--- src/rtl/rs_pkg.sv ---
// Shared types, default field polynomial and constant GF(2^M) helpers
// for the Reed-Solomon syndrome engine.
package rs_pkg;

  typedef enum logic [1:0] {
    ST_IDLE  = 2'd0,
    ST_ACCUM = 2'd1,
    ST_HOLD  = 2'd2
  } rs_state_t;

  localparam int GF_MAX_W = 16;
  localparam logic [3:0] RS_PRIM_POLY = 4'b1011;

  // a * alpha^pow in GF(2^m), alpha = x; evaluated at elaboration time only.
  function automatic logic [GF_MAX_W-1:0] gf_mul_alpha_pow(
    input logic [GF_MAX_W-1:0] a,
    input int                  m,
    input logic [GF_MAX_W:0]   poly,
    input int                  pow
  );
    logic [GF_MAX_W:0] acc;
    acc = {1'b0, a};
    for (int p = 0; p < pow; p++) begin
      acc = acc << 1;
      if (acc[m]) acc = acc ^ poly;
    end
    return acc[GF_MAX_W-1:0];
  endfunction

endpackage

--- src/rtl/gf_const_mul.sv ---
// Multiply a GF(2^M) element by the constant alpha^POW as a fixed XOR network
// built from the images of the basis vectors.
module gf_const_mul
  import rs_pkg::*;
#(
  parameter int           M         = 3,
  parameter logic [M:0]   PRIM_POLY = (M+1)'(RS_PRIM_POLY),
  parameter int           POW       = 1
) (
  input  logic [M-1:0] a,
  output logic [M-1:0] y
);

  logic [M-1:0] col [M];

  for (genvar i = 0; i < M; i++) begin : g_col
    localparam logic [GF_MAX_W-1:0] COL_W =
      gf_mul_alpha_pow(GF_MAX_W'(1) << i, M, (GF_MAX_W+1)'(PRIM_POLY), POW);
    assign col[i] = COL_W[M-1:0];
  end

  always_comb begin
    y = '0;
    for (int i = 0; i < M; i++) begin
      if (a[i]) y = y ^ col[i];
    end
  end

endmodule

--- src/rtl/rs_syndrome_engine.sv ---
// Streaming Reed-Solomon syndrome calculator: Horner evaluation of the
// received polynomial at alpha^1..alpha^NSYN with a one-deep result hold.
module rs_syndrome_engine
  import rs_pkg::*;
#(
  parameter int         M         = 3,
  parameter int         N         = 7,
  parameter int         NSYN      = 2,
  parameter logic [M:0] PRIM_POLY = (M+1)'(RS_PRIM_POLY)
) (
  input  logic              clk,
  input  logic              reset,
  input  logic              in_valid,
  output logic              in_ready,
  input  logic [M-1:0]      in_sym,
  input  logic              in_last,
  output logic              out_valid,
  input  logic              out_ready,
  output logic [NSYN*M-1:0] syn,
  output logic              err_flag,
  output logic              len_err
);

  localparam int CW = (N > 1) ? $clog2(N) : 1;

  rs_state_t     state;
  logic [CW-1:0] cnt;
  logic [M-1:0]  acc     [1:NSYN];
  logic [M-1:0]  prod    [1:NSYN];
  logic [M-1:0]  acc_nxt [1:NSYN];
  logic          accept;
  logic          term;
  logic          len_bad;
  logic          any_nz;

  for (genvar j = 1; j <= NSYN; j++) begin : g_syn
    gf_const_mul #(
      .M         (M),
      .PRIM_POLY (PRIM_POLY),
      .POW       (j)
    ) u_mul (
      .a (acc[j]),
      .y (prod[j])
    );
    assign syn[j*M-1 -: M] = acc[j];
  end

  assign accept  = in_valid & in_ready;
  assign term    = in_last | (cnt == CW'(N-1));
  assign len_bad = in_last ? (cnt != CW'(N-1)) : 1'b1;

  // The first symbol of a codeword starts from an implicit zero accumulator.
  always_comb begin
    any_nz = 1'b0;
    for (int j = 1; j <= NSYN; j++) begin
      acc_nxt[j] = ((state == ST_ACCUM) ? prod[j] : '0) ^ in_sym;
      any_nz     = any_nz | (|acc_nxt[j]);
    end
  end

  always_ff @(posedge clk or negedge reset) begin
    if (!reset) begin
      state     <= ST_IDLE;
      cnt       <= '0;
      in_ready  <= 1'b1;
      out_valid <= 1'b0;
      err_flag  <= 1'b0;
      len_err   <= 1'b0;
      for (int j = 1; j <= NSYN; j++) acc[j] <= '0;
    end else begin
      case (state)
        ST_IDLE, ST_ACCUM: begin
          if (accept) begin
            for (int j = 1; j <= NSYN; j++) acc[j] <= acc_nxt[j];
            if (term) begin
              state     <= ST_HOLD;
              cnt       <= '0;
              in_ready  <= 1'b0;
              out_valid <= 1'b1;
              err_flag  <= any_nz;
              len_err   <= len_bad;
            end else begin
              state <= ST_ACCUM;
              cnt   <= cnt + CW'(1);
            end
          end
        end
        ST_HOLD: begin
          if (out_ready) begin
            state     <= ST_IDLE;
            in_ready  <= 1'b1;
            out_valid <= 1'b0;
          end
        end
        default: begin
          state    <= ST_IDLE;
          cnt      <= '0;
          in_ready <= 1'b1;
        end
      endcase
    end
  end

endmodule

--- config.mk ---
export PLATFORM = sky130hd
export DESIGN_NAME = rs_syndrome_engine
export DESIGN_NICKNAME = d
export VERILOG_FILES = /design/src/rtl/rs_pkg.sv /design/src/rtl/gf_const_mul.sv /design/src/rtl/rs_syndrome_engine.sv
export SDC_FILE = /design/constraint.sdc
export NUM_CORES = 1
export LEC_CHECK = 0
export CAP_MARGIN = 20
export CORE_MARGIN = 3
export CORE_UTILIZATION = 56
export CTS_BUF_LIST = sky130_fd_sc_hd__clkbuf_4
export CTS_CLUSTER_SIZE = 8
export DETAILED_ROUTE_END_ITERATION = 10
export HOLD_SLACK_MARGIN = 0.15
export PLACE_DENSITY = 0.92
export SYNTH_ARGS = -nofsm -noshare
export SYNTH_HDL_FRONTEND = slang
export SYNTH_SLANG_ARGS = --single-unit
--- constraint.sdc ---
create_clock -name clk -period 2.2 [get_ports clk]
set_input_delay 0.22 -clock clk [delete_from_list [all_inputs] [get_ports clk]]
set_output_delay 0.22 -clock clk [all_outputs]
set_load 0.05 [all_outputs]
======== Word-level counts from Yosys, hierarchy flattened ========
Cells that the tools add are included.
storage, ports and cells
  register bits ........................... 15
  input port bits ......................... 8
  output and inout bits ................... 10
  word-level logic and storage cells ...... 61
cells by class
  add/sub/neg operators ................... 1
  eq/ne operators ......................... 7
  muxes and demuxes ....................... 24
  bitwise gates (word level) .............. 10
  reduce and logical (&&, ||, !) cells .... 11
operators by type and width
  kind                 number
  $mux 3               7
  $mux 2               6
  $mux 1               7
  $ne 2x2->1 const B   3
  $not 2->2            3
  $pmux 3 s2           1
  $reduce_and 2->1     3
  $reduce_and 3->1     2
  $reduce_or 3->1      2
  $xor 3x3->3          2
  $pmux 1 s2           2
  $pmux 2 s2           1
  $reduce_and 4->1     1
  $add 3x1->3 const B  1
  $eq 3x3->1 const B   1
  $ne 3x3->1 const B   1
  $eq 2x1->1 const B   1
  $eq 2x2->1 const B   1
  $logic_not 2->1      1
  $or 1x1->1           2
  $reduce_bool 2->1    1
  $reduce_or 2->1      1
  $and 1x1->1          1
  $not 1->1            1
  $not 1->1 const A    1

======== Logic depth before layout (Yosys ltp) ========
  depth after elaboration ................. 9
  mapped depth ............................ 6
  mapped depth without buffers ............ 6

======== Modules after synthesis ========
From an unflattened synthesis, not the netlist that was laid out.
unflattened totals
  cell total of the unflattened synthesis .. 97
  area total of the unflattened synthesis .. 943.4 µm²
modules (own cells, without submodules)
  module                         times used  cells each  area each (µm²)  sequential area each (µm²)
  rs_syndrome_engine             1           91          894.6            376.6
  gf_const_mul (g_syn[2].u_mul)  1           3           25.0             0.0
  gf_const_mul (g_syn[1].u_mul)  1           3           23.8             0.0

======== Worst setup path after synthesis ========
OpenSTA, ideal clock, no wires.
  path kind ............................... flip-flop to flip-flop
  start point ............................. register acc, in the netlist syn[4]
  end point ............................... register err_flag
  library setup time ...................... 127 ps
  data arrival time ....................... 1508 ps
  data required time ...................... 2073 ps
  setup slack ............................. 565 ps
  stages on the path, launching flop included .. 7
  buffers on the path ..................... 1
  period minus slack after synthesis ...... 1635 ps
  path through ............................ dfrtp_1 > buf_2 > nand4_1 > or3_1 > nand3_1 > and3_1 > o21ai_1
between the ends
  cells in the longest elaborated chain, start to end .. 7
RTL lines
  what                        line                      source
  start: declaration          rs_syndrome_engine.sv:28  logic [M-1:0] acc [1:NSYN];
  $mux 2 (*)                  gf_const_mul.sv:25        if (a[i]) y = y ^ col[i];
  $not 2->2 (no source line)  n/a
  $mux 3 (*)                  gf_const_mul.sv:25
  $mux 3 (*)                  rs_syndrome_engine.sv:56  acc_nxt[j] = ((state == ST_ACCUM) ? prod[j] : '0) ^ in_sym;
  $xor 3x3->3 (*)             rs_syndrome_engine.sv:56
  $reduce_or 3->1 (*)         rs_syndrome_engine.sv:57  any_nz = any_nz | (|acc_nxt[j]);
  $or 1x1->1 (*)              rs_syndrome_engine.sv:57
  end signal: assignment      rs_syndrome_engine.sv:80  err_flag <= any_nz;
  end: declaration            rs_syndrome_engine.sv:20  output logic err_flag,
Mark *: on every way between the ends. The rest lies on a longest branch, timed or not.
A chain may end at the register's enable or synchronous reset.

======== Final worst setup path ========
  start point ............................. register acc, in the netlist syn[4]
  end point ............................... output syn[4]
RTL lines
  what              line                      source
  end: declaration  rs_syndrome_engine.sv:19  output logic [NSYN*M-1:0] syn,
No word-level cell between the ends.

==> impl_summary.txt <==
----------------------------------------------------
[Cells and area]
  Filler instances ... 107
  Final #Nets ... 130
  Antenna Cells ... 0
  Finished layout cell area ... 1080 um^2
  Non-filler cells in the finished layout ... 134
  Area growth from synthesis to final layout ... 19.1%
  Ratio of cells with drive above 1 in the final layout ... 5.88%

[Power and ir drop]
  Worst vdd rail ir drop ... 0.000280 V
  Leakage power ... 0.458 nW
  Total power density per cell area ... 446 nW/um^2
  Final Total Pwr ... 484 uW

[Synth]
  Post-Synthesis Cells ... 106
  Flip-flop cell with the highest count after synthesis ... sky130_fd_sc_hd__dfrtp_1
  Share of synthesized area occupied by flip-flops and latches ... 41.3%
  Number of enable-type register cells in the synthesized netlist ... 0
  Syn nets ... 116
  Share of flip-flops with an asynchronous set or reset ... 100%
  YS warnings ... 0
  Mapped cell area ... 911 um^2
  Syn avg cell area ... 8.59 um^2
  Yosys reg bits ... 15
  Distinct cells, synth ... 32

[Floorplanning]
  Die X ... 46.3 um
  Row Count ... 13
  Height of the die ... 46.3 um
  Initial standard-cell utilization of the core ... 64.4%
  Die area ... 2150 um^2
  Ports placed on the boundary ... 18
  Floorplan core area ... 1420 um^2

[CTS]
  Clock net sink count ... 15
  CTS root buffer ... sky130_fd_sc_hd__clkbuf_4
  Clock tree from TritonCTS ... yes
  Number of H-tree levels ... 1
  Insertion delay of the later-clocked pin in the worst-skew pair ... 280 ps
  Setup repair bufs after CTS ... 0
  Number of buffers on the longest clock path ... 2
  Number of gates given a new drive strength after cts ... 0
  Total clock buffers created by CTS ... 3
  CTS clock-pin slew for the worst setup and hold paths ... 90 ps
  Hold_buf cts ... 0

[Timing]
  RSZ-0062 raised after global routing ... false
  Measured slew at the worst slew-check pin ... 696 ps
  Part of the cycle the worst path needs ... 88.4%
  Setup Skew ... 5.02 ps
  Minimum clock period ... 1950 ps
  Fin. max-slew vios ... 0
  Post-Route Setup TNS ... 0 ps
  Tightest slew margin relative to the limit ... 53.5%
  Number of hold-slack violations in the final timing report ... 0
  Total setup violations reported at the end of the flow ... 0
  Maximum achievable frequency ... 514 MHz

[Setup path]
  Crit path DAT ... 1730 ps
  Startpoint-to-endpoint class of the critical path ... flop to primary output
  Crit path depth ... 1
  Largest stage delay on the critical path ... 880 ps
  Kind of cell with the highest combined delay on the critical path ... buffers and inverters
  Worst reg-to-reg path cell count ... 4
  Worst Setup Start Kind ... flop
  Required time reported for the critical path endpoint ... 1980 ps
  Cell breakdown of the critical path ... clkdlybuf4s50_1
  Crit path buffers/inverters ... 1
  Endpoint type of the worst setup path ... primary output
  Standard cell with the maximum stage delay on the critical path ... sky130_fd_sc_hd__clkdlybuf4s50_1
  Crit path max fanout ... 11

[Job]
  Reported max-cap violation count ... 0

[Route]
  Iteration count of the initial detailed-routing pass ... 4
  Mean number of vias per cell ... 6.13
  Sum of routed wire length over all layers ... 2100 um
  Remaining antenna violation count after routing ... 0
  Initial detailed-routing violation count ... 38
  Per-cell routed wire length ... 15.7 um
  DRC violations left ... 0
  Via total after detailed routing ... 822

[Global routing]
  First-pass GRT wire length ... 3490 um
  Leftover overflow at the end of global routing ... 0
  Overall routing resource usage ... 23.3%
  Via count of the first global-routing pass ... 757
  Pin count of the biggest net entering global routing ... 17
  Initial antenna violation count ... 0

[Placed design]
  Routability-driven placement congestion ratio ... 0.830
  Dpl hpwl ... 1500 um
  Post-DP Area ... 1050 um^2
  Number of instances in the placed design ... 130
  Number of buffers added on ports ... 17

[Min path]
  Path type of the worst min-delay path ... input pin to async pin

[Status]
  Result of the run ... completed

----------------------------------------------------
==> layer usage <==
metal  global-route usage [%]  part of all wire, %  routed length (um)  vias to the layer above
met5                        0                    0                   0                        -
met4                     10.8                  3.2                  68                        0
met3                     5.47                  7.0                 148                       10
met2                     37.9                   47                 990                       46
met1                     29.0                   43                 896                      378
li1                         -                    -                   -                      388
==> layout make-up <==
class	instances	area, um^2	area share, %
Multi-Input combinational cell	80	478	44.1
Sequential cell	15	377	34.7
Timing Repair Buffer	17	170	15.7
Clock buffer	4	30.0	2.77
Tap cell	15	18.8	1.73
Inverter	3	11.3	1.04
==> power by group <==
group	leakage, nW	total, mW	switching (mW)	internal, mW
clock network	0.0184	0.172	0.0895	0.0827
registers	0.206	0.276	0	0.276
logic	0.234	0.0364	0.0199	0.0165
total	0.458	0.484	0.109	0.375
==> sequential cells by signal, summed over array words and instances, names as in the netlist <==
register   count
in_ready       1
syn            6
err_flag       1
cnt            3
out_valid      1
len_err        1
state          2
==> logic make-up (layout without fill, tap and decap cells) <==
family	Yosys count	count (layout)	synth area share, %
simple gates	43	43	23.9
compound gates	25	25	16.2
flops	15	15	41.3
buf+inv	11	24	6.18
xor+xnor	10	10	9.61
fa+ha+maj	2	2	2.75
==> stage by stage <==
stage | util [%] | worst slack [ps] | hold WS [ps]
after global routing | 76.7 | 198 | 364
after global placement | 74.5 | 424 | 466
after CTS | 76.7 | 275 | 358
after detailed placement | 74.5 | 380 | 467
after floorplan | - | 565 | -75.6
final | 76.7 | 254 | 348
==> final timing paths <==
| check | startpoint | slack, ps | end |
|---|---|---|---|
| min in group clk | out_valid | 480 | out_valid |
| worst min register to register | out_valid | 480 | out_valid |
| worst min-delay path | reset | 350 | state[1] |
| worst max register to register | in_ready | 530 | syn[4] |
| max in group asynchronous | reset | 1410 | syn[4] |
| worst max-delay path | syn[4] | 250 | syn[4] |
==> cells in the final DEF (no fill, tap or decap), drive strengths merged <==
master	n
o31ai	1
xor2	4
dfrtp	14
nand4	1
nor3	2
clkbuf	4
o32ai	1
a31oi	2
a21o	2
or3	1
a21oi	3
nor2	11
nor4b	1
nand2	15
o211ai	2
a41oi	1
nand2b	1
and3	1
xnor2	6
or2	1
and4b	1
inv	3
clkdlybuf4s50	17
ha	2
nand3	6
o21ai	13
dfstp	1
nand3b	1
and2b	1
==> Yosys cell counts, drive strengths merged, types with 2 or more instances <==
master | instances | share of area [%]
nand3 | 6 | 3.3
xor2 | 4 | 3.8
nor2 | 11 | 5.4
o211ai | 2 | 1.6
dfrtp | 14 | 38
ha | 2 | 2.7
a21o | 2 | 1.6
nor3 | 2 | 1.1
a21oi | 3 | 1.6
a31oi | 2 | 1.4
xnor2 | 6 | 5.8
nand2 | 15 | 6.2
inv | 3 | 1.2
buf | 8 | 4.9
o21ai | 13 | 7.1
Power figures use the tool's default switching activity.
